File: src/rtl/vga_timing_gen.sv
// rtl/vga_timing_gen.sv - VGA raster timing generator with pixel-enable divider
//
// Purpose: divides the system clock into a one-cycle pixel strobe and walks a
// free-running raster, producing coordinates, display-enable, sync levels and
// line/frame start pulses that are always mutually consistent.
//
// Ports:
//   CLK100MHZ    in   system clock
//   CPU_RESETN   in   asynchronous active-low reset
//   pix_en       out  one-cycle strobe, outputs hold a new pixel this cycle
//   hcount       out  horizontal position 0..H_TOTAL-1
//   vcount       out  vertical position 0..V_TOTAL-1
//   de           out  inside the visible area
//   hsync/vsync  out  sync levels, polarity from HS_POL/VS_POL
//   line_start   out  pulse with pix_en when hcount becomes 0
//   frame_start  out  pulse with pix_en when (hcount,vcount) becomes (0,0)
module vga_timing_gen #(
  parameter int CLK_DIV  = 4,
  parameter int H_ACTIVE = 640,
  parameter int H_FP     = 16,
  parameter int H_SYNC   = 96,
  parameter int H_BP     = 48,
  parameter int V_ACTIVE = 480,
  parameter int V_FP     = 10,
  parameter int V_SYNC   = 2,
  parameter int V_BP     = 33,
  parameter int HS_POL   = 0,
  parameter int VS_POL   = 0,
  parameter int CW       = 10
) (
  input  logic          CLK100MHZ,
  input  logic          CPU_RESETN,
  output logic          pix_en,
  output logic [CW-1:0] hcount,
  output logic [CW-1:0] vcount,
  output logic          de,
  output logic          hsync,
  output logic          vsync,
  output logic          line_start,
  output logic          frame_start
);

  localparam int H_TOTAL  = H_ACTIVE + H_FP + H_SYNC + H_BP;
  localparam int V_TOTAL  = V_ACTIVE + V_FP + V_SYNC + V_BP;
  localparam int HS_START = H_ACTIVE + H_FP;
  localparam int HS_END   = HS_START + H_SYNC;
  localparam int VS_START = V_ACTIVE + V_FP;
  localparam int VS_END   = VS_START + V_SYNC;
  localparam int DW       = (CLK_DIV > 1) ? $clog2(CLK_DIV) : 1;
  localparam logic HS_ON  = (HS_POL != 0);
  localparam logic VS_ON  = (VS_POL != 0);

  if (CLK_DIV < 1) begin : g_bad_div
    $error("vga_timing_gen: CLK_DIV must be >= 1");
  end
  if ((2 ** CW) < H_TOTAL || (2 ** CW) < V_TOTAL) begin : g_bad_cw
    $error("vga_timing_gen: CW too small for H_TOTAL/V_TOTAL");
  end

  logic [DW-1:0] div_q, div_d;
  logic          tick;
  logic          pix_en_q;
  logic [CW-1:0] hcount_q, vcount_q;
  logic [CW-1:0] h_nxt, v_nxt;
  logic          de_q, hsync_q, vsync_q, line_start_q, frame_start_q;
  logic          de_nxt, hs_nxt, vs_nxt;

  always_comb begin
    tick   = (div_q == DW'(CLK_DIV - 1));
    div_d  = tick ? '0 : div_q + DW'(1);
    h_nxt  = hcount_q + CW'(1);
    v_nxt  = vcount_q;
    if (hcount_q == CW'(H_TOTAL - 1)) begin
      h_nxt = '0;
      v_nxt = (vcount_q == CW'(V_TOTAL - 1)) ? '0 : vcount_q + CW'(1);
    end
    // Decodes look at the position being entered, so every output registered
    // on the same tick describes the same pixel.
    de_nxt = (int'(h_nxt) < H_ACTIVE) && (int'(v_nxt) < V_ACTIVE);
    hs_nxt = (int'(h_nxt) >= HS_START && int'(h_nxt) < HS_END) ? HS_ON : ~HS_ON;
    vs_nxt = (int'(v_nxt) >= VS_START && int'(v_nxt) < VS_END) ? VS_ON : ~VS_ON;
  end

  always_ff @(posedge CLK100MHZ or negedge CPU_RESETN) begin
    if (!CPU_RESETN) begin
      div_q         <= '0;
      pix_en_q      <= 1'b0;
      hcount_q      <= CW'(H_TOTAL - 1);
      vcount_q      <= CW'(V_TOTAL - 1);
      de_q          <= 1'b0;
      hsync_q       <= ~HS_ON;
      vsync_q       <= ~VS_ON;
      line_start_q  <= 1'b0;
      frame_start_q <= 1'b0;
    end else begin
      div_q    <= div_d;
      pix_en_q <= tick;
      // Pulses are re-evaluated every clock so they last exactly one pix_en cycle.
      line_start_q  <= tick && (h_nxt == '0);
      frame_start_q <= tick && (h_nxt == '0) && (v_nxt == '0);
      if (tick) begin
        hcount_q <= h_nxt;
        vcount_q <= v_nxt;
        de_q     <= de_nxt;
        hsync_q  <= hs_nxt;
        vsync_q  <= vs_nxt;
      end
    end
  end

  assign pix_en      = pix_en_q;
  assign hcount      = hcount_q;
  assign vcount      = vcount_q;
  assign de          = de_q;
  assign hsync       = hsync_q;
  assign vsync       = vsync_q;
  assign line_start  = line_start_q;
  assign frame_start = frame_start_q;

endmodule

File: config.mk
export PLATFORM = sky130hd
export DESIGN_NAME = vga_timing_gen
export DESIGN_NICKNAME = d
export VERILOG_FILES = /design/src/rtl/vga_timing_gen.sv
export SDC_FILE = /design/constraint.sdc
export NUM_CORES = 1
export LEC_CHECK = 0
export CAP_MARGIN = 15
export CELL_PAD_IN_SITES_DETAIL_PLACEMENT = 1
export CELL_PAD_IN_SITES_GLOBAL_PLACEMENT = 1
export CORE_UTILIZATION = 45
export CTS_CLUSTER_SIZE = 16
export DETAILED_ROUTE_END_ITERATION = 8
export MAX_ROUTING_LAYER = met4
export PLACE_DENSITY = 0.86
export SLEW_MARGIN = 30
export SYNTH_ARGS = -nofsm -noshare
export SYNTH_HDL_FRONTEND = slang
export SYNTH_SLANG_ARGS = --single-unit
File: constraint.sdc
create_clock -name CLK100MHZ -period 4.6 [get_ports CLK100MHZ]
set_input_delay 0.92 -clock CLK100MHZ [delete_from_list [all_inputs] [get_ports CLK100MHZ]]
set_output_delay 0.92 -clock CLK100MHZ [all_outputs]
set_load 0.02 [all_outputs]
; Yosys cells after proc, flatten, opt, wreduce, memory -nomap -nowiden
; Cells that the tools add are included.
[word_totals]
reg_bits = 28
wordCells = 34
inputBits = 2
[classes]
n_lt_le_gt_ge = 6
eq_ne = 3
n_reduce_logical = 7
muxes = 6
n_addsub = 3
[ops]
columns = op, n
row1 = 10-bit 2-to-1 mux, 3
row2 = 10-bit by 1-bit adder with 10-bit output (second input constant), 2
row3 = 10-bit == test (second input constant), 2
row4 = 10-bit zero test, 2
row5 = 10-bit less-than comparator (second input constant), 2
row6 = 10-bit by 9-bit less-than comparator with 1-bit output (second input constant), 2
row7 = 10-bit greater-or-equal comparator (second input constant), 1
row8 = 10-bit by 9-bit greater-or-equal comparator with 1-bit output (second input constant), 1
row9 = 1-bit logical AND, 5
row10 = 2-bit by 1-bit adder with 2-bit output (second input constant), 1
row11 = 2-bit == test (second input constant), 1
row12 = 1-bit 2-to-1 mux, 2
row13 = 2-bit 2-to-1 mux, 1

; Logic depth before layout (Yosys ltp)
; Gate-level depths: netlist of the first run.
[logic_depth]
ltp_word = 6
mapped_depth = 8
ltp_nobuf = 8

; Worst setup path after synthesis of the first run
; No wires, ideal clock.
[synth_path]
path_type = register to register
from = register hcount_q[0], in the netlist hcount[0]
to = register vsync_q, in the netlist vsync
required_ps = 4518
synth_period_minus_slack_ps = 2346
arrival_ps = 2265
setup_ps = 82
path_stages_with_launch = 9
slack_ps = 2254
cell_sequence = dfstp_2 ha_1 and4_1 clkbuf_1 nand3_1 or4_1 o21ai_0 nand2_1 o31a_1
[synth_via]
elab_chain_len = 5
word_cells_on_any_way = 6
classes_between = order compare (2) / eq/ne (1) / mux (2) / reduce/logical (1)
[synth_lines]
columns = item, line
row1 = start: declaration, 63  ; logic [CW-1:0] hcount_q, vcount_q;
row2 = start signal: assignment, 88  ; hcount_q <= CW'(H_TOTAL - 1);
row3 = start signal: assignment, 102  ; hcount_q <= h_nxt;
row4 = 10-bit == test *, 73  ; if (hcount_q == CW'(H_TOTAL - 1)) begin
row5 = 10-bit 2-to-1 mux *, 73
row6 = 10-bit by 9-bit greater-or-equal comparator with 1-bit output or 10-bit by 9-bit less-than comparator with 1-bit output (tied branches), 81  ; vs_nxt = (int'(v_nxt) >= VS_START && int'(v_nxt) < VS_END) ? VS_ON : ~VS_ON;
row7 = 1-bit logical AND *, 81
row8 = 1-bit 2-to-1 mux *, 81
row9 = end signal: assignment, 92  ; vsync_q <= ~VS_ON;
row10 = end signal: assignment, 106  ; vsync_q <= vs_nxt;
row11 = end: declaration, 65  ; logic de_q, hsync_q, vsync_q, line_start_q, frame_start_q;
; Every way passes the cells marked *; elsewhere a longest branch is shown, timed or not.
; A chain may end at the register's enable or synchronous reset.

; Final worst setup path of the first run
[layout_path]
from = register hcount_q[0], in the netlist hcount[0]
to = register frame_start_q, in the netlist frame_start
[layout_via]
elab_chain_len = 5
word_cells_on_any_way = 8
classes_between = add/sub (1) / eq/ne (1) / mux (2) / reduce/logical (4)
[layout_lines]
columns = item, line
row1 = 10-bit by 1-bit adder with 10-bit output or 10-bit == test (tied branches), "71, 73"
row2 = 10-bit 2-to-1 mux, 73
row3 = 10-bit zero test, 100  ; frame_start_q <= tick && (h_nxt == '0) && (v_nxt == '0);
row4 = 1-bit logical AND, 100
row5 = 1-bit logical AND *, 100
row6 = end signal: assignment, 100
row7 = end: declaration, 65
; Marked as above.

==> metrics.md, run 1 <==
| Metric | Value |
|---|---|
| DR WL/cell | `16.45 µm` |
| Post-synthesis mux area share | `0.02931` |
| Simple-Gate Fraction of Synth Area | `0.2478` |
| DR vias/cell | `5.933` |
| Fin. Hold Viols | `0` |
| Max clock buf depth | `2` |
| Post-route DRC | `0` |
| Crit. Startpoint | `hcount[0]$_DFFE_PN1P_` |
| Clk root buf | `clkbuf_8` |
| GRT Util Overall | `0.2276` |
| Ant. Diodes | `0` |
| Synth async-reset ratio | `1.000` |
| Main combinational cell family by area after synthesis | `simple AND/OR/NAND/NOR gates` |
| Worst EP required | `4.79 ns` |
| Lkg Pwr | `0.8081 nW` |
| Crit start category | `register` |
| Die area | `0.004436 mm²` |
| Resized Gates After CTS | `0` |
| Avg Cell Area, Syn | `9.485 µm²` |
| Yosys cell types | `50` |
| Yosys warning total | `0` |
| Crit-path max cell delay | `0.59 ns` |
| Area delta synth->final | `14.79%` |
| Drt pass-1 iters | `4` |
| Port Buffers | `27` |
| Overall power | `0.0003925 W` |
| Gr ovfl total | `0` |
| Setup TNS | `0 ns` |
| Synth Area in XOR/XNOR | `0.08794` |
| Die height | `66.60 µm` |
| Postcts setup bufs | `0` |
| Max Cap Viol | `0` |
| Fillers | `479` |
| Vias in the first global route | `1572` |
| Critical Path Fanout Max | `9` |
| Syn_nets | `205` |
| Largest net degree at the start of global routing | `29` |
| Vias | `1590` |
| Sequential share of power | `0.628` |
| Initial antenna violation count | `0` |
| Clock slew at reported path FFs | `0.10 ns` |
| Drt total wl | `4409 µm` |
| R2r setup slk | `1.88 ns` |
| Drt initial violations | `93` |
| Clk_lat worst skew | `0.28 ns` |
| Slowest-stage cell, CP | `dfstp_2` |
| Switching share of power | `0.2099` |
| Post-synth EDFFs | `0` |
| Worst setup margin | `1.882 ns` |
| P_int | `0.0003101 W` |
| Crit-path leading delay family | `simple AND/OR/NAND/NOR gates` |
| Core footprint | `0.004000 mm²` |
| Worst Tran Pin Value | `0.6252 ns` |
| Initial Util | `0.4695` |
| #FFs+latches synth | `28` |
| Worst r2r src | `hcount[0]$_DFFE_PN1P_` |
| IO Pins | `28` |
| HPWL after DPL | `3142 µm` |
| Fraction of layout cells with a size suffix above 1 | `0.1376` |
| Top_reg_cell synth | `dfrtp_1` |
| Global-route wire length before repair | `7410 µm` |
| PwrDens | `182.1 mW/mm²` |
| Setup Viol. Count Final | `0` |
| Compound-Gate Fraction of Synth Area | `0.1432` |
| Std-Cell Rows | `23` |
| Setup crit end kind | `register` |
| Die W | `66.60 µm` |
| Seq/Total Area, Yosys | `0.3811` |
| Status | `finished clean` |
| H-tree depth | `1` |
| Post-Syn Area | `0.001878 mm²` |
| Place WS | `1.862 ns` |
| Post-DRT Antenna Nets | `0` |
| Final GP Congestion | `0.8771` |
| Clk_skew | `0.008506 ns` |
| Fmax | `368.0 MHz` |
| Synth Area in Adders | `0.03331` |
| CP Data Arrival Time | `2.91 ns` |
| Gate power share | `0.016` |
| Minimum clock period after layout | `2.718 ns` |
| WP buf/inv | `0` |
| Slew headroom | `0.5809` |
| Power share of the clock group | `0.356` |
| Fin util | `0.5389` |
| Multi-input logic area | `0.001017 mm²` |
| Setup CP Type | `reg -> reg` |
| Max-slew violation count | `0` |
| Hold Crit Class | `reg -> reg` |
| Hold Buf Count CTS | `0` |
| Cell Chain, Critical Path | `ha_1, nand4_1, nor3_4, nor2_1, nor3_1, nand4_1, nor4_2` |
| Crit share post-route | `0.5908` |
| Max VDD drop | `0.1065 mV` |
| CTS buffer count | `3` |
| Post-synthesis instance total | `198` |
| Clock Sinks | `28` |
| Most used cell, CP | `nand4_1` |
| Net Sw Power | `0.00008238 W` |
| CTS tree | `done` |
| Final #Nets | `226` |
| Hold Startpoint | `div_q[0]$_DFF_PN0_` |
| Reg area | `715.7 µm²` |
| RSZ-0062 raised after global routing | `false` |
[flip-flops by register name, summed over array words and instances (netlist names)]
signal / flops
de: 1
div_q: 2
frame_start: 1
hcount: 10
hsync: 1
line_start: 1
pix_en: 1
vcount: 10
vsync: 1
[cell type report]
class,count,share of cell area
inverter,8,0.01393
multi-input combinational,149,0.4719
tap,50,0.02902
clock buffer,4,0.02089
sequential,28,0.3320
timing repair buffer,29,0.1323
[layout by cell type (no fill, tap or decap), types with 4 or more instances in the layout]
| cell | Yosys | layout |
|---|---|---|
| xnor2_1 | 12 | 12 |
| ha_1 | 5 | 5 |
| inv_1 | 8 | 8 |
| nand4_1 | 7 | 7 |
| clkdlybuf4s50_1 | 0 | 27 |
| xor2_1 | 5 | 5 |
| dfstp_2 | 12 | 12 |
| nand2_1 | 19 | 19 |
| a31oi_1 | 5 | 5 |
| o31ai_1 | 5 | 5 |
| nor3_1 | 5 | 5 |
| mux2_2 | 4 | 4 |
| nand3_1 | 13 | 13 |
| dfrtp_1 | 16 | 16 |
| nor2_1 | 12 | 12 |
| o21ai_0 | 11 | 11 |
| a21oi_1 | 5 | 5 |
[layer usage]
layer | track usage | routed length [µm] | part of all wire
met5 | - | 0 | 0
met4 | 0.08511 | 76 | 0.017
met3 | 0.02055 | 94 | 0.021
met2 | 0.3775 | 2138 | 0.48
met1 | 0.2869 | 2099 | 0.48
[synth_stat cells (2+ instances only)]
library cell / number / share of area
clkbuf_8: 4 / 0.029
inv_1: 8 / 0.016
a31oi_1: 5 / 0.017
nor4_4: 2 / 0.023
buf_4: 3 / 0.012
nor4_1: 3 / 0.010
or3_1: 2 / 0.0067
o31ai_1: 5 / 0.020
o21a_1: 2 / 0.0080
nand4_1: 7 / 0.023
nor3_1: 5 / 0.013
mux2_2: 4 / 0.024
xor2_1: 5 / 0.023
nand2_1: 19 / 0.038
nand3_1: 13 / 0.035
o21ai_1: 3 / 0.0080
o21ai_0: 11 / 0.029
a211oi_1: 2 / 0.0080
or4_1: 3 / 0.012
nor2_1: 12 / 0.024
and2_1: 2 / 0.0067
dfstp_2: 12 / 0.17
dfrtp_1: 16 / 0.21
ha_1: 5 / 0.033
buf_6: 2 / 0.012
clkbuf_1: 4 / 0.0080
xnor2_1: 12 / 0.056
a21oi_1: 5 / 0.013
[cell families after synthesis]
family	count (synthesis)
AND/OR/NAND/NOR	79
adder cells (fa/ha/maj)	5
XOR/XNOR	18
flip-flops	28
multiplexers	5
buffers and inverters	21
AO/OA/AOI/OAI	42
[power by group through the flow]
stage	combinational (W)	sequential, W	clock (W)
after floorplan	0.000000000400	0.000251	0
after global placement	0.00000640	0.000251	0
after detailed placement	0.00000663	0.000251	0
after CTS	0.00000657	0.000247	0.000144
after global routing	0.00000716	0.000247	0.000151
final	0.00000609	0.000247	0.000140
[worst reg2reg max path: cells and delay by family (launching register included)]
family,cells,cell delay [ns]
simple gates,6,1.78
fa+ha+maj,1,0.28
flops,1,0.59
[per-stage QoR]
step	instance area (µm²)	std cells	hold WS (ns)
finish	2156	268	0.4484
global route	2156	268	0.4640
CTS	2156	268	0.4523
detailed placement	2111	264	0.4387
global placement	2111	264	0.4210
floorplan	1878	198	0.4031
[final timing paths]
path	endpoint	cells past startpoint
setup / recovery	frame_start$_DFF_PN0_	7
hold / removal	div_q[0]$_DFF_PN0_	1
setup reg to reg	frame_start$_DFF_PN0_	7
hold reg to reg	div_q[0]$_DFF_PN0_	1
max in group asynchronous	hcount[0]$_DFFE_PN1P_	2
min in group asynchronous	hcount[5]$_DFFE_PN0P_	2
Power figures use the tool's default switching activity.
==> run 2: changes to the inputs <==
--- a/config.mk
+++ b/config.mk
@@ -8,11 +8,11 @@
 export CAP_MARGIN = 15
 export CELL_PAD_IN_SITES_DETAIL_PLACEMENT = 1
 export CELL_PAD_IN_SITES_GLOBAL_PLACEMENT = 1
-export CORE_UTILIZATION = 45
+export CORE_UTILIZATION = 37
 export CTS_CLUSTER_SIZE = 16
 export DETAILED_ROUTE_END_ITERATION = 8
 export MAX_ROUTING_LAYER = met4
-export PLACE_DENSITY = 0.86
+export PLACE_DENSITY = 0.76
 export SLEW_MARGIN = 30
 export SYNTH_ARGS = -nofsm -noshare
 export SYNTH_HDL_FRONTEND = slang
==> constraint.sdc (replaced) <==
create_clock -name CLK100MHZ -period 2.35 [get_ports CLK100MHZ]
set_input_delay 0.47 -clock CLK100MHZ [delete_from_list [all_inputs] [get_ports CLK100MHZ]]
set_output_delay 0.47 -clock CLK100MHZ [all_outputs]
set_load 0.02 [all_outputs]
==> run 2 against run 1 <==
Cell area increased by 11%; combinational power is 100% higher; maximum frequency grew 18%; via count increased by 4.1%; final cell count up 15%; sequential share of layout area decreased by 3.4 points; sequential power increased by 96%; first-iteration DRC count grew 2.2%; largest cell class unchanged.
==> metrics.md, run 2 (synthesis gave the netlist of run 1 again) <==
| Metric | Value |
|---|---|
| Status | `finished clean (unchanged)` |
| CTS tree | `done (unchanged)` |
| Setup TNS | `0 ns (unchanged)` |
| Die W | `73.25 µm (was 66.60 µm)` |
| Crit-path max cell delay | `0.55 ns (was 0.59 ns)` |
| Max VDD drop | `0.3099 mV (was 0.1065 mV)` |
| Overall power | `0.0008821 W (was 0.0003925 W)` |
| H-tree depth | `1 (unchanged)` |
| Ant. Diodes | `0 (unchanged)` |
| Clock slew at reported path FFs | `0.11 ns (was 0.10 ns)` |
| Gr ovfl total | `0 (unchanged)` |
| Cell Chain, Critical Path | `or4b_4, nor4_4, nand3_1, a211o_1, nor4_2 (was ha_1, nand4_1, nor3_4, nor2_1, nor3_1, nand4_1, nor4_2)` |
| Sequential share of power | `0.547 (was 0.628)` |
| DR vias/cell | `5.391 (was 5.933)` |
| Die area | `0.005365 mm² (was 0.004436 mm²)` |
| IO Pins | `28 (unchanged)` |
| Commonest non-fill, non-tap cells in the layout | `27 x clkdlybuf4s50_1, 24 x buf_4, 19 x nand2_1 (was 27 x clkdlybuf4s50_1, 19 x nand2_1, 16 x dfrtp_1)` |
| Post-DRT Antenna Nets | `0 (unchanged)` |
| Post-route DRC | `0 (unchanged)` |
| DR WL/cell | `16.73 µm (was 16.45 µm)` |
| PwrDens | `367.2 mW/mm² (was 182.1 mW/mm²)` |
| Drt total wl | `5136 µm (was 4409 µm)` |
| P_int | `0.0007136 W (was 0.0003101 W)` |
| WP buf/inv | `0 (unchanged)` |
| Setup crit end kind | `register (unchanged)` |
| Area delta synth->final | `27.91% (was 14.79%)` |
| Lkg Pwr | `0.9412 nW (was 0.8081 nW)` |
| Slew headroom | `0.7398 (was 0.5809)` |
| Initial antenna violation count | `0 (unchanged)` |
| Std-Cell Rows | `25 (was 23)` |
| CTS buffer count | `3 (unchanged)` |
| GRT Util Overall | `0.2102 (was 0.2276)` |
| Drt initial violations | `95 (was 93)` |
| Setup CP Type | `reg -> reg (unchanged)` |
| Vias | `1655 (was 1590)` |
| Fin area | `0.002402 mm² (was 0.002156 mm²)` |
| Hold Crit Class | `reg -> reg (unchanged)` |
| Crit start category | `register (unchanged)` |
| Fin. Hold Viols | `0 (unchanged)` |
| Clk_skew | `0.01491 ns (was 0.008506 ns)` |
| Global-route wire length before repair | `8314 µm (was 7410 µm)` |
| Port Buffers | `27 (unchanged)` |
| Net Sw Power | `0.0001685 W (was 0.00008238 W)` |
| HPWL after DPL | `3742 µm (was 3142 µm)` |
| Max clock buf depth | `2 (unchanged)` |
| Clk_lat worst skew | `0.28 ns (about the same)` |
| Fillers | `567 (was 479)` |
| Initial Util | `0.3899 (was 0.4695)` |
| Largest net degree at the start of global routing | `29 (unchanged)` |
| RSZ-0062 raised after global routing | `true (was false)` |
| Final #Nets | `248 (was 226)` |
| Worst EP required | `2.54 ns (was 4.79 ns)` |
| Vias in the first global route | `1709 (was 1572)` |
| Max-slew violation count | `0 (unchanged)` |
| CP Data Arrival Time | `2.49 ns (was 2.91 ns)` |
| Clock Sinks | `28 (unchanged)` |
| Crit-path leading delay family | `simple AND/OR/NAND/NOR gates (unchanged)` |
| Gate power share | `0.014 (was 0.016)` |
| Fraction of layout cells with a size suffix above 1 | `0.2458 (was 0.1376)` |
| Minimum clock period after layout | `2.303 ns (was 2.718 ns)` |
| Fmax | `434.3 MHz (was 368.0 MHz)` |
| Setup Viol. Count Final | `0 (unchanged)` |
| Drt pass-1 iters | `4 (unchanged)` |
| Max Cap Viol | `0 (unchanged)` |
| Crit share post-route | `0.9799 (was 0.5908)` |
| Switching share of power | `0.1911 (was 0.2099)` |
| Slowest-stage cell, CP | `dfstp_2 (unchanged)` |
| Commonest non-fill, non-tap cell in the layout | `clkdlybuf4s50_1 (unchanged)` |
| Clk root buf | `clkbuf_8 (unchanged)` |
| Critical Path Fanout Max | `5 (was 9)` |
| Power share of the clock group | `0.439 (was 0.356)` |
| Post-placement cell area | `0.002290 mm² (was 0.002111 mm²)` |
| Worst Tran Pin Value | `0.3873 ns (was 0.6252 ns)` |
| Die height | `73.25 µm (was 66.60 µm)` |
| Final GP Congestion | `0.8238 (was 0.8771)` |
| Core footprint | `0.004817 mm² (was 0.004000 mm²)` |
[run 2: cell count changes in the layout (fill, tap and decap cells not counted), sizes merged]
cell    delta
buf       +22
bufinv     +1
clkbuf     -1
[run 2: cell type report]
cell class                      count  area, µm²  share of cell area
Inverter                            8      30.03             0.01250
Clock buffer                        3      41.29             0.01719
Clock inverter                      1      30.03             0.01250
Timing Repair Buffer               51      450.4              0.1875
Tap cell                           67      83.83             0.03490
Multi-Input combinational cell    149       1050              0.4370
Sequential cell                    28      716.9              0.2984
[run 2: timing repair]
| item | CTS | global route |
|---|---|---|
| setup buffers | 0 | 1 |
| pin swaps | 0 | 9 |
| hold buffers | 0 | 0 |
| endpoints found under the setup margin | 1 | 3 |
| resized for setup | 1 | 6 |
[run 2: worst paths after layout]
path,endpoint,from,depth (start not counted),slack [ns]
max,frame_start$_DFF_PN0_,hcount[8]$_DFFE_PN1P_,5,0.05
min,div_q[0]$_DFF_PN0_,div_q[0]$_DFF_PN0_,1,0.44
max reg2reg,frame_start$_DFF_PN0_,hcount[8]$_DFFE_PN1P_,5,0.05
min reg2reg,div_q[0]$_DFF_PN0_,div_q[0]$_DFF_PN0_,1,0.44
max in group asynchronous,vsync$_DFFE_PN1P_,CPU_RESETN,2,1.45
min in group asynchronous,vcount[0]$_DFFE_PN0P_,CPU_RESETN,2,0.57
[run 2: per-layer routing]
layer	GRT usage	vias up	part of all wire
met2	0.3591	26	0.50
met5	-	-	0
met1	0.2650	825	0.47
li1	-	800	-
met3	0.02348	4	0.017
met4	0.05011	0	0.0070
[run 2: worst reg2reg max path, cell delays in order, from the launching register on]
cell and delay (ns):
dfstp_2 0.55, or4b_4 0.54, nor4_4 0.40, nand3_1 0.12
a211o_1 0.33, nor4_2 0.29
[run 2: power by group through the flow]
stage	Clock, W	Sequential (W)	Combinational [W]
6_report	0.000387	0.000483	0.0000123
5_1_grt	0.000414	0.000483	0.0000140
4_1_cts	0.000400	0.000483	0.0000130
3_5_place_dp	0	0.000491	0.0000129
3_3_place_gp	0	0.000491	0.0000126
2_1_floorplan	0	0.000491	0.000000000400
[run 2: stage by stage]
stage               setup slack (ns)  instances  hold WS, ns  utilization
floorplan                   0.003772        198       0.1744            -
global placement             0.02429        302       0.4186       0.4753
detailed placement         -0.004234        302       0.4271       0.4753
CTS                          0.03647        306       0.4447       0.4914
global route                -0.04667        307       0.4553       0.4987
finish                       0.04733        307       0.4411       0.4987
